==> src/rtl/stream_demux_pkg.sv <==
// Shared types and constants for the stream demultiplexer.
// Optional feature macro: STREAM_DEMUX_DROP_CNT_EN (adds the dropped-beat counter).
package stream_demux_pkg;

    // Packet-tracking FSM: IDLE = no packet open, PKT = packet locked to cur_sel.
    typedef enum logic [0:0] {
        ST_IDLE = 1'b0,
        ST_PKT  = 1'b1
    } state_t;

    // Width of the dropped-beat counter; it saturates at all-ones.
    localparam int DROP_CNT_W = 16;

    // Select width for n channels, never narrower than one bit.
    function automatic int sel_width(input int n);
        return (n <= 2) ? 1 : $clog2(n);
    endfunction

endpackage

==> src/rtl/stream_demux_if.sv <==
// Handshake bundle for stream_demux: one input stream, N_OUT output streams.
// slave = the demux's view, master = the environment's view (source + sinks).
// Optional feature macro: STREAM_DEMUX_DROP_CNT_EN (the counter is a plain port, not part of this bundle).
interface stream_demux_if
    import stream_demux_pkg::*;
#(
    parameter int DATA_W = 4,
    parameter int N_OUT  = 2,
    parameter int SEL_W  = sel_width(N_OUT)
);

    logic [DATA_W-1:0]       in_data;
    logic                    in_valid;
    logic                    in_last;
    logic [SEL_W-1:0]        in_sel;
    logic                    in_ready;

    logic [N_OUT*DATA_W-1:0] out_data;
    logic [N_OUT-1:0]        out_valid;
    logic [N_OUT-1:0]        out_last;
    logic [N_OUT-1:0]        out_ready;

    modport slave (
        input  in_data, in_valid, in_last, in_sel, out_ready,
        output in_ready, out_data, out_valid, out_last
    );

    modport master (
        output in_data, in_valid, in_last, in_sel, out_ready,
        input  in_ready, out_data, out_valid, out_last
    );

endinterface

==> src/rtl/stream_demux_out_reg.sv <==
// One-entry output register for a single demux channel.
// Supports load, drain, and load-while-draining (the new beat wins, valid stays high).
// Optional feature macro: STREAM_DEMUX_DROP_CNT_EN (not used by this module).
module demux_out_reg #(
    parameter int DATA_W = 4
) (
    input  logic              clk,
    input  logic              rst_n,
    input  logic              load,
    input  logic [DATA_W-1:0] ld_data,
    input  logic              ld_last,
    input  logic              drain,
    output logic              valid,
    output logic [DATA_W-1:0] data,
    output logic              last
);

    // Hold one beat; a load takes priority over a drain in the same cycle.
    // NOTE: registered state uses non-blocking (<=) so every flop samples pre-edge values.
    always_ff @(posedge clk) begin
        if (!rst_n) begin
            valid <= 1'b0;
            data  <= '0;
            last  <= 1'b0;
        end else if (load) begin
            valid <= 1'b1;
            data  <= ld_data;
            last  <= ld_last;
        end else if (drain) begin
            valid <= 1'b0;
        end
    end

endmodule

==> src/rtl/stream_demux.sv <==
// Packet-aware 1-to-N stream demultiplexer.
// The select is sampled on a packet's first beat and held until in_last; an out-of-range
// select swallows the whole packet. Each channel has a one-entry register and the input
// only stalls when the current target register is full and not being drained.
// Optional feature macro: STREAM_DEMUX_DROP_CNT_EN (adds the saturating drop_cnt port).
module stream_demux
    import stream_demux_pkg::*;
#(
    parameter int DATA_W = 4,
    parameter int N_OUT  = 2,
    parameter int SEL_W  = sel_width(N_OUT)
) (
    input  logic                  clk,
    input  logic                  rst_n,
    stream_demux_if.slave         bus
`ifdef STREAM_DEMUX_DROP_CNT_EN
    ,
    output logic [DROP_CNT_W-1:0] drop_cnt
`endif
);

    // Channel count in select width plus one bit, so the range test cannot overflow.
    localparam logic [SEL_W:0] N_OUT_V = (SEL_W + 1)'(N_OUT);

    state_t                        state;
    logic [SEL_W-1:0]              cur_sel;
    logic [SEL_W-1:0]              tgt;
    logic                          drop;
    logic [N_OUT-1:0]              tgt_oh;
    logic                          tgt_free;
    logic                          in_ready;
    logic                          accept;
    logic [N_OUT-1:0]              load;
    logic [N_OUT-1:0]              reg_valid;
    logic [N_OUT-1:0]              reg_last;
    logic [N_OUT-1:0][DATA_W-1:0]  reg_data;

    // Mid-packet beats follow the latched channel; a packet start follows in_sel.
    assign tgt  = (state == ST_PKT) ? cur_sel : bus.in_sel;
    assign drop = ({1'b0, tgt} >= N_OUT_V);

    // Decode the target channel into a one-hot vector.
    // NOTE: default assignment first so no path leaves tgt_oh unassigned (no latch).
    always_comb begin
        tgt_oh = '0;
        for (int k = 0; k < N_OUT; k++) begin
            tgt_oh[k] = (tgt == SEL_W'(k));
        end
    end

    // Target can take a beat if empty or draining this cycle; dropped packets always flow.
    assign tgt_free     = |(tgt_oh & (~reg_valid | bus.out_ready));
    assign in_ready     = rst_n & (drop | tgt_free);
    assign bus.in_ready = in_ready;
    assign accept       = bus.in_valid & in_ready;
    assign load         = tgt_oh & {N_OUT{accept & ~drop}};

    // Track packet boundaries and latch the destination on a multi-beat packet start.
    always_ff @(posedge clk) begin
        if (!rst_n) begin
            state   <= ST_IDLE;
            cur_sel <= '0;
        end else if (accept) begin
            case (state)
                ST_IDLE: begin
                    if (!bus.in_last) begin
                        state   <= ST_PKT;
                        cur_sel <= bus.in_sel;
                    end
                end
                ST_PKT: begin
                    if (bus.in_last) begin
                        state <= ST_IDLE;
                    end
                end
                default: state <= ST_IDLE;
            endcase
        end
    end

    for (genvar k = 0; k < N_OUT; k++) begin : g_ch
        demux_out_reg #(
            .DATA_W (DATA_W)
        ) u_reg (
            .clk     (clk),
            .rst_n   (rst_n),
            .load    (load[k]),
            .ld_data (bus.in_data),
            .ld_last (bus.in_last),
            .drain   (bus.out_ready[k]),
            .valid   (reg_valid[k]),
            .data    (reg_data[k]),
            .last    (reg_last[k])
        );
    end

    assign bus.out_valid = reg_valid;
    assign bus.out_last  = reg_last;
    assign bus.out_data  = reg_data;

`ifdef STREAM_DEMUX_DROP_CNT_EN
    // Count accepted beats of dropped packets, saturating at all-ones.
    always_ff @(posedge clk) begin
        if (!rst_n) begin
            drop_cnt <= '0;
        end else if (accept && drop && (drop_cnt != {DROP_CNT_W{1'b1}})) begin
            drop_cnt <= drop_cnt + 1'b1;
        end
    end
`endif

endmodule

==> src/flat_wrapper.sv <==
// flat-port wrapper written by rule: the top's interface ports become plain ports
module stream_demux_flat import stream_demux_pkg::*;
#(
    parameter int DATA_W = 4,
    parameter int N_OUT  = 2,
    parameter int SEL_W  = sel_width(N_OUT)
)
  (clk, rst_n, bus_in_data, bus_in_valid, bus_in_last, bus_in_sel, bus_out_ready, bus_in_ready, bus_out_data, bus_out_valid, bus_out_last);
  stream_demux_if #(.DATA_W(DATA_W), .N_OUT(N_OUT), .SEL_W(SEL_W)) bus_i ();
  input  logic clk;
  input  logic rst_n;
  input wire logic [$bits(bus_i.in_data)-1:0] bus_in_data;
  input wire logic [$bits(bus_i.in_valid)-1:0] bus_in_valid;
  input wire logic [$bits(bus_i.in_last)-1:0] bus_in_last;
  input wire logic [$bits(bus_i.in_sel)-1:0] bus_in_sel;
  input wire logic [$bits(bus_i.out_ready)-1:0] bus_out_ready;
  output wire logic [$bits(bus_i.in_ready)-1:0] bus_in_ready;
  output wire logic [$bits(bus_i.out_data)-1:0] bus_out_data;
  output wire logic [$bits(bus_i.out_valid)-1:0] bus_out_valid;
  output wire logic [$bits(bus_i.out_last)-1:0] bus_out_last;
  assign bus_i.in_data = bus_in_data;
  assign bus_i.in_valid = bus_in_valid;
  assign bus_i.in_last = bus_in_last;
  assign bus_i.in_sel = bus_in_sel;
  assign bus_i.out_ready = bus_out_ready;
  assign bus_in_ready = bus_i.in_ready;
  assign bus_out_data = bus_i.out_data;
  assign bus_out_valid = bus_i.out_valid;
  assign bus_out_last = bus_i.out_last;
  stream_demux #(.DATA_W(DATA_W), .N_OUT(N_OUT), .SEL_W(SEL_W)) u_core (.clk(clk), .rst_n(rst_n), .bus(bus_i));
endmodule
==> config.mk <==
export PLATFORM = sky130hd
export DESIGN_NAME = stream_demux_flat
export DESIGN_NICKNAME = d
export VERILOG_FILES = /design/src/rtl/stream_demux_pkg.sv /design/src/rtl/stream_demux_if.sv /design/src/rtl/stream_demux_out_reg.sv /design/src/rtl/stream_demux.sv /design/src/flat_wrapper.sv
export SDC_FILE = /design/constraint.sdc
export NUM_CORES = 1
export LEC_CHECK = 0
export ABC_AREA = 1
export CORE_AREA = 2 2 41 43
export CTS_BUF_LIST = sky130_fd_sc_hd__clkbuf_2
export DETAILED_ROUTE_END_ITERATION = 6
export DIE_AREA = 0 0 43 45
export PLACE_DENSITY = 0.86
export REMOVE_ABC_BUFFERS = 1
export SYNTH_ARGS = -nofsm -noshare
export SYNTH_HDL_FRONTEND = slang
export SYNTH_HIERARCHICAL = 1
export SYNTH_SLANG_ARGS = --single-unit
==> constraint.sdc <==
create_clock -name clk -period 1.51 [get_ports clk]
set_input_delay 0.2265 -clock clk [delete_from_list [all_inputs] [get_ports clk]]
set_output_delay 0.2265 -clock clk [all_outputs]
set_load 0.005 [all_outputs]
==> flow_metrics.tcl, run 1 <==
set metrics [dict create \
    holdWs_ns 0.477 \
    cts_tree "yes" \
    maxSlewHeadroom_pct 86.2 \
    fmax_mhz 708 \
    timing.final.hold_violations 0 \
    yosysWarnings 6 \
    layout_common_cells "26 x nor2_1, 21 x clkdlybuf4s50_1, 10 x dfxtp_1, 9 x buf_4, 9 x o21ai_0" \
    avgRoutedWirePerCell_um 10.7 \
    viasPerCell 4.71 \
    final_max_slew_viol_count 0 \
    crit_type "in2reg" \
    start_util_pct 40.9 \
    final_common_cell "nor2_1" \
    first_pass_iters 4 \
    place.gp.congestion 0.905 \
    core-area_um2 1470 \
    place_ws_ns -0.294 \
    period_share_pct 93.5 \
    diodes 0 \
    synth-seq-cells 14 \
    critPathCaptureType "flop" \
    grt_pass1_wl_mm 2.30 \
    via_count 645 \
    hold_path_class "in2reg" \
    io_buffers 23 \
    arrival_ns 1.58 \
    busiest_layer "met2" \
    post_synth_instance_area_um2 602 \
    dp_hpwl_mm 1.08 \
    grt_max_degree 16 \
    grt_use_met1_pct 17.9 \
    syn_area_per_cell_um2 7.00 \
    synth_top_area_share_pct 46.6 \
    h-tree-depth 1 \
    routed_wl_mm 1.46 \
    cts_buffers 3 \
    use_met2_pct 27.9 \
    num_rows 14 \
    grt_pass1_vias 581 \
    antenna_found_initial 0 \
    grt.overflow.total 0 \
    synth-seq-area-share_pct 46.6 \
    cp.required_ns 1.67 \
    yosysTopAreaCell "dfxtp_1" \
    path_max_fanout 6 \
    die_area_um2 1940 \
    die_w_um 43 \
    drv_cap 0 \
    ys_top_cells_by_area "dfxtp_1 47%, nor2_1 17%, o21ai_0 8.3%" \
    start_kind "input port" \
    outcome "completed" \
    fin_nets 134 \
    rsz0062_at_grt "no" \
    drive_gt1_share_pct 27.3 \
    drcViolationCount 0 \
    drt-initial-drc-count 6 \
    die_h_um 45 \
    root_buffer "clkbuf_2" \
    use_met3_pct 2.80 \
    final.setup.worst_slack_ns 0.0979 \
    cts_buffer_depth 2 \
    postRouteAntennaNets 0 \
    ir_drop_uv 547 \
    finalCriticalPeriod_ns 1.41 \
    synth.distinct_cells 12 \
    grt_usage_pct 15.9 \
    setup_viol 0 \
    syn2layout_area_growth_pct 58.4 \
    p_per_area_nw_per_um2 763 \
    pin_count 24 \
    p_leak_nw 0.431 \
    clk_latency_ns 0.26 \
    clkTransAtPathRegs_ns 0.12 \
    final.setup_skew_ns 0.00392 \
    synth_cells 86 \
    clock-sinks 14 \
    tightest_slew_ns 0.207 \
]
## Yosys cell counts
library cell  count
nand4_1           2
nor2_4            1
o21ai_0          10
nor2_1           28
nand3_2           2
dfxtp_1          14
nand3_1           2
inv_1            11
inv_2             3
a21oi_2           2
nand2_1          10
a21oi_1           1
## worst max-delay path, cell delays in order
cell             delay, ns
clkdlybuf4s50_1       0.43
nor2_2                0.12
nand3_2               0.10
nand2_2               0.09
nor2_4                0.04
buf_4                 0.13
nand3_2               0.06
inv_2                 0.07
buf_4                 0.13
o21ai_1               0.12
nor2_1                0.05
## worst paths after layout
check | startpoint | endpoint | slack (ns) | cells past startpoint
hold / removal | bus_in_sel | u_core/cur_sel | 0.48 | 5
setup reg to reg | u_core/g_ch[0].u_reg/valid | u_core/g_ch[0].u_reg/data[2] | 0.11 | 11
setup / recovery | bus_out_ready[0] | u_core/g_ch[0].u_reg/data[2] | 0.1 | 11
hold reg to reg | u_core/g_ch[1].u_reg/valid | u_core/g_ch[1].u_reg/valid | 0.48 | 2
## registers in the layout, indices dropped and copies added, names as in the netlist
register and flops:
u_core/g_ch.u_reg/data 8, u_core/g_ch.u_reg/last 2, u_core/g_ch.u_reg/valid 2, u_core/cur_sel 1, u_core/state 1
## power breakdown
part / leakage (nW) / internal [W] / switching [W]
combinational: 0.302 / 0.0000926 / 0.0000727
sequential: 0.117 / 0.000392 / 0.0000126
clock: 0.0125 / 0.0000542 / 0.000103
total: 0.431 / 0.000539 / 0.000189
## what timing repair did
item                                    in CTS  in global routing
pin swaps                                    1                  3
setup buffers                                1                  3
gates resized for setup                      9                 11
hold buffers                                 0                  0
endpoints found under the setup margin       1                  7
## cells by family (layout without fill, tap and decap cells)
family                 count (synthesis)  after routing  share of synthesized area [%]
buffers and inverters                 14             49                           8.73
AND/OR/NAND/NOR                       45             45                           32.6
flip-flops                            14             14                           46.6
AO/OA/AOI/OAI                         13             13                           12.1
## metrics by stage
step	area [µm²]	setup TNS (ns)	power [W]	util (%)	std cells
floorplan	602	0	0.000467	-	86
global placement	890	-2.00	0.000561	60.5	130
detailed placement	890	-2.86	0.000565	60.5	130
CTS	921	0	0.000730	62.6	134
global route	953	0	0.000771	64.8	137
finish	953	0	0.000728	64.8	137
## layout make-up
class	count	area (µm²)
fill	144	518
timing repair buffer	32	292
sequential	14	288
multi-input combinational	58	284
inverter	14	55.1
tap	16	20.0
clock buffer	3	15.0
## metal layers
metal  part of all wire (%)  up-vias
li1                       -      336
met1                     41      289
met2                     50       18
met3                    7.0        2
met4                   0.96        0
met5                      0        -
Power figures use the tool's default switching activity.
==> run 2, diff against run 1 <==
- CAP_MARGIN: not set -> 10
- clock period: 1.51 -> 1.6 ns (I/O delays scaled with it)
==> flow_metrics.tcl, run 2 (synthesis results as in run 1) <==
set metrics [dict create \
    grt_usage_pct 16.0 \
    final_max_slew_viol_count 0 \
    r2r_start "u_core/state" \
    dp_cells 130 \
    crit_type "in2out" \
    fin_nets 130 \
    diodes 0 \
    fmax_mhz 657 \
    pin_count 24 \
    drv_cap 0 \
    cts_buffer_depth 2 \
    drt-initial-drc-count 6 \
    seqPwrFrac_pct 55.7 \
    setup_viol 0 \
    largest_reg_flops 8 \
    place.gp.congestion 0.906 \
    period_share_pct 95.1 \
    core-area_um2 1470 \
    cts_hold_buf 0 \
    clk_latency_ns 0.26 \
    maxSlewHeadroom_pct 87.9 \
    routed_wl_mm 1.42 \
    tns_ns 0 \
    root_buffer "clkbuf_2" \
    grt_max_degree 16 \
    reg2reg_slack_ns 0.22 \
    worstPathCellList "clkdlybuf4s50_1, nor2_2, nand3_2, nand2_2, nor2_4, dlygate4sd2_1" \
    start_util_pct 40.9 \
    cts_buffers 3 \
    arrival_ns 1.28 \
    reg2reg_to "u_core/g_ch[0].u_reg/data[3]" \
    first_pass_iters 4 \
    avgRoutedWirePerCell_um 10.6 \
    outcome "completed" \
    drive_gt1_share_pct 18.6 \
    syn2layout_area_growth_pct 52.4 \
    num_rows 14 \
    drcViolationCount 0 \
    postRouteAntennaNets 0 \
    stdcell_count 134 \
    cp_slowest_cell "clkdlybuf4s50_1" \
    antenna_found_initial 0 \
    final.setup_skew_ns 0.00355 \
    clkTransAtPathRegs_ns 0.12 \
    die_h_um 45 \
    cp.required_ns 1.36 \
    io_buffers 23 \
    tightest_slew_ns 0.180 \
    nFillCells 142 \
    p_leak_nw 0.419 \
    min_to "u_core/cur_sel" \
    viasPerCell 4.72 \
    top_regs "u_core/g_ch.u_reg/data: 8 flops, u_core/g_ch.u_reg/last: 2 flops, u_core/g_ch.u_reg/valid: 2 flops" \
    regMostFlops "u_core/g_ch.u_reg/data" \
    ir_drop_uv 539 \
    sw_frac_of_total_pct 26.3 \
    finalCoreUtilization_pct 62.3 \
    grt_pass1_vias 598 \
    h-tree-depth 1 \
    whs_path_depth 5 \
    pwr-share-comb_pct 21.2 \
    layout_common_cells "27 x nor2_1, 21 x clkdlybuf4s50_1, 12 x dfxtp_1, 10 x o21ai_0" \
    clockPowerShare_pct 23.1 \
    path_max_fanout 2 \
    critPathBufInv 2 \
    critPathCaptureType "output port" \
    p_int_w 0.000505 \
    p_per_area_nw_per_um2 747 \
    die_area_um2 1940 \
    holdCritStartpoint "bus_in_sel" \
    post_cts_buffers 0 \
    rsz0062_at_grt "no" \
    max_stage_delay_ns 0.43 \
    finalCriticalPeriod_ns 1.52 \
    start_kind "input port" \
    grt.overflow.total 0 \
    timing.final.hold_violations 0 \
    die_w_um 43 \
    rr_worst_depth 11 \
    cpLargestDelayFamily "buffers and inverters" \
    clock-sinks 14 \
    dp_hpwl_mm 1.07 \
    grt_pass1_wl_mm 2.32 \
    final_common_cell "nor2_1" \
    hold_path_class "in2reg" \
    via_count 632 \
    switchingPower_w 0.000180 \
    cts_tree "yes" \
]
==> run 2: worst register-to-register path: cells and delay by family, from the launching register on <==
kind | cells | cell delay (ns)
buf+inv | 5 | 0.45
flops | 1 | 0.36
simple gates | 6 | 0.49
==> run 2: metal layers <==
metal  vias up  track usage [%]  part of all wire [%]
li1        330                -                     -
met1       276             17.3                    43
met2        22             27.9                    47
met3         4             4.00                   7.1
met4         0             10.9                   2.0
met5         -                0                     0
==> run 2: what timing repair did <==
action                                  4_1_cts  5_1_grt
endpoints found under the setup margin        1        6
pin swaps                                     0        0
cloned                                        0        0
gates resized for setup                       2        6
==> run 2: how the worst max path moves through the flow <==
stage | startpoint | slack, ns | cells after the start | endpoint
floorplan | u_core/state | 0.40 | 10 | u_core/g_ch[0].u_reg/data[1]
global placement | bus_in_sel | -0.15 | 7 | bus_in_ready
detailed placement | bus_in_sel | -0.20 | 7 | bus_in_ready
CTS | bus_in_sel | 0.03 | 7 | bus_in_ready
global route | u_core/g_ch[1].u_reg/valid | 0.008 | 6 | bus_in_ready
finish | bus_out_ready[0] | 0.08 | 6 | bus_in_ready
==> run 2: stage by stage <==
| stage | total power (W) | cell area, µm² | setup WS [ns] | hold WS, ns |
|---|---|---|---|---|
| after floorplan | 0.000441 | 602 | 0.395 | 0.361 |
| after global placement | 0.000529 | 890 | -0.151 | 0.472 |
| after detailed placement | 0.000534 | 890 | -0.200 | 0.481 |
| after CTS | 0.000691 | 907 | 0.0320 | 0.499 |
| after global routing | 0.000723 | 917 | 0.00793 | 0.424 |
| final | 0.000685 | 917 | 0.0780 | 0.369 |
==> run 2: final cells by class <==
class                   count  area [µm²]  share of cell area [%]
clock buffers               3        15.0                    1.64
clock inverters             1        3.75                   0.409
inverters                  14        52.6                    5.73
multi-input cells          58         274                    29.9
flip-flops and latches     14         283                    30.8
well taps                  16        20.0                    2.18
repair buffers             28         269                    29.3
==> run 2: power by group through the flow <==
stage               clock (W)  combinational (W)  sequential, W
floorplan                   0          0.0000509       0.000390
global placement            0           0.000141       0.000389
detailed placement          0           0.000144       0.000390
CTS                  0.000164           0.000145       0.000382
global route         0.000179           0.000159       0.000385
finish               0.000158           0.000145       0.000382
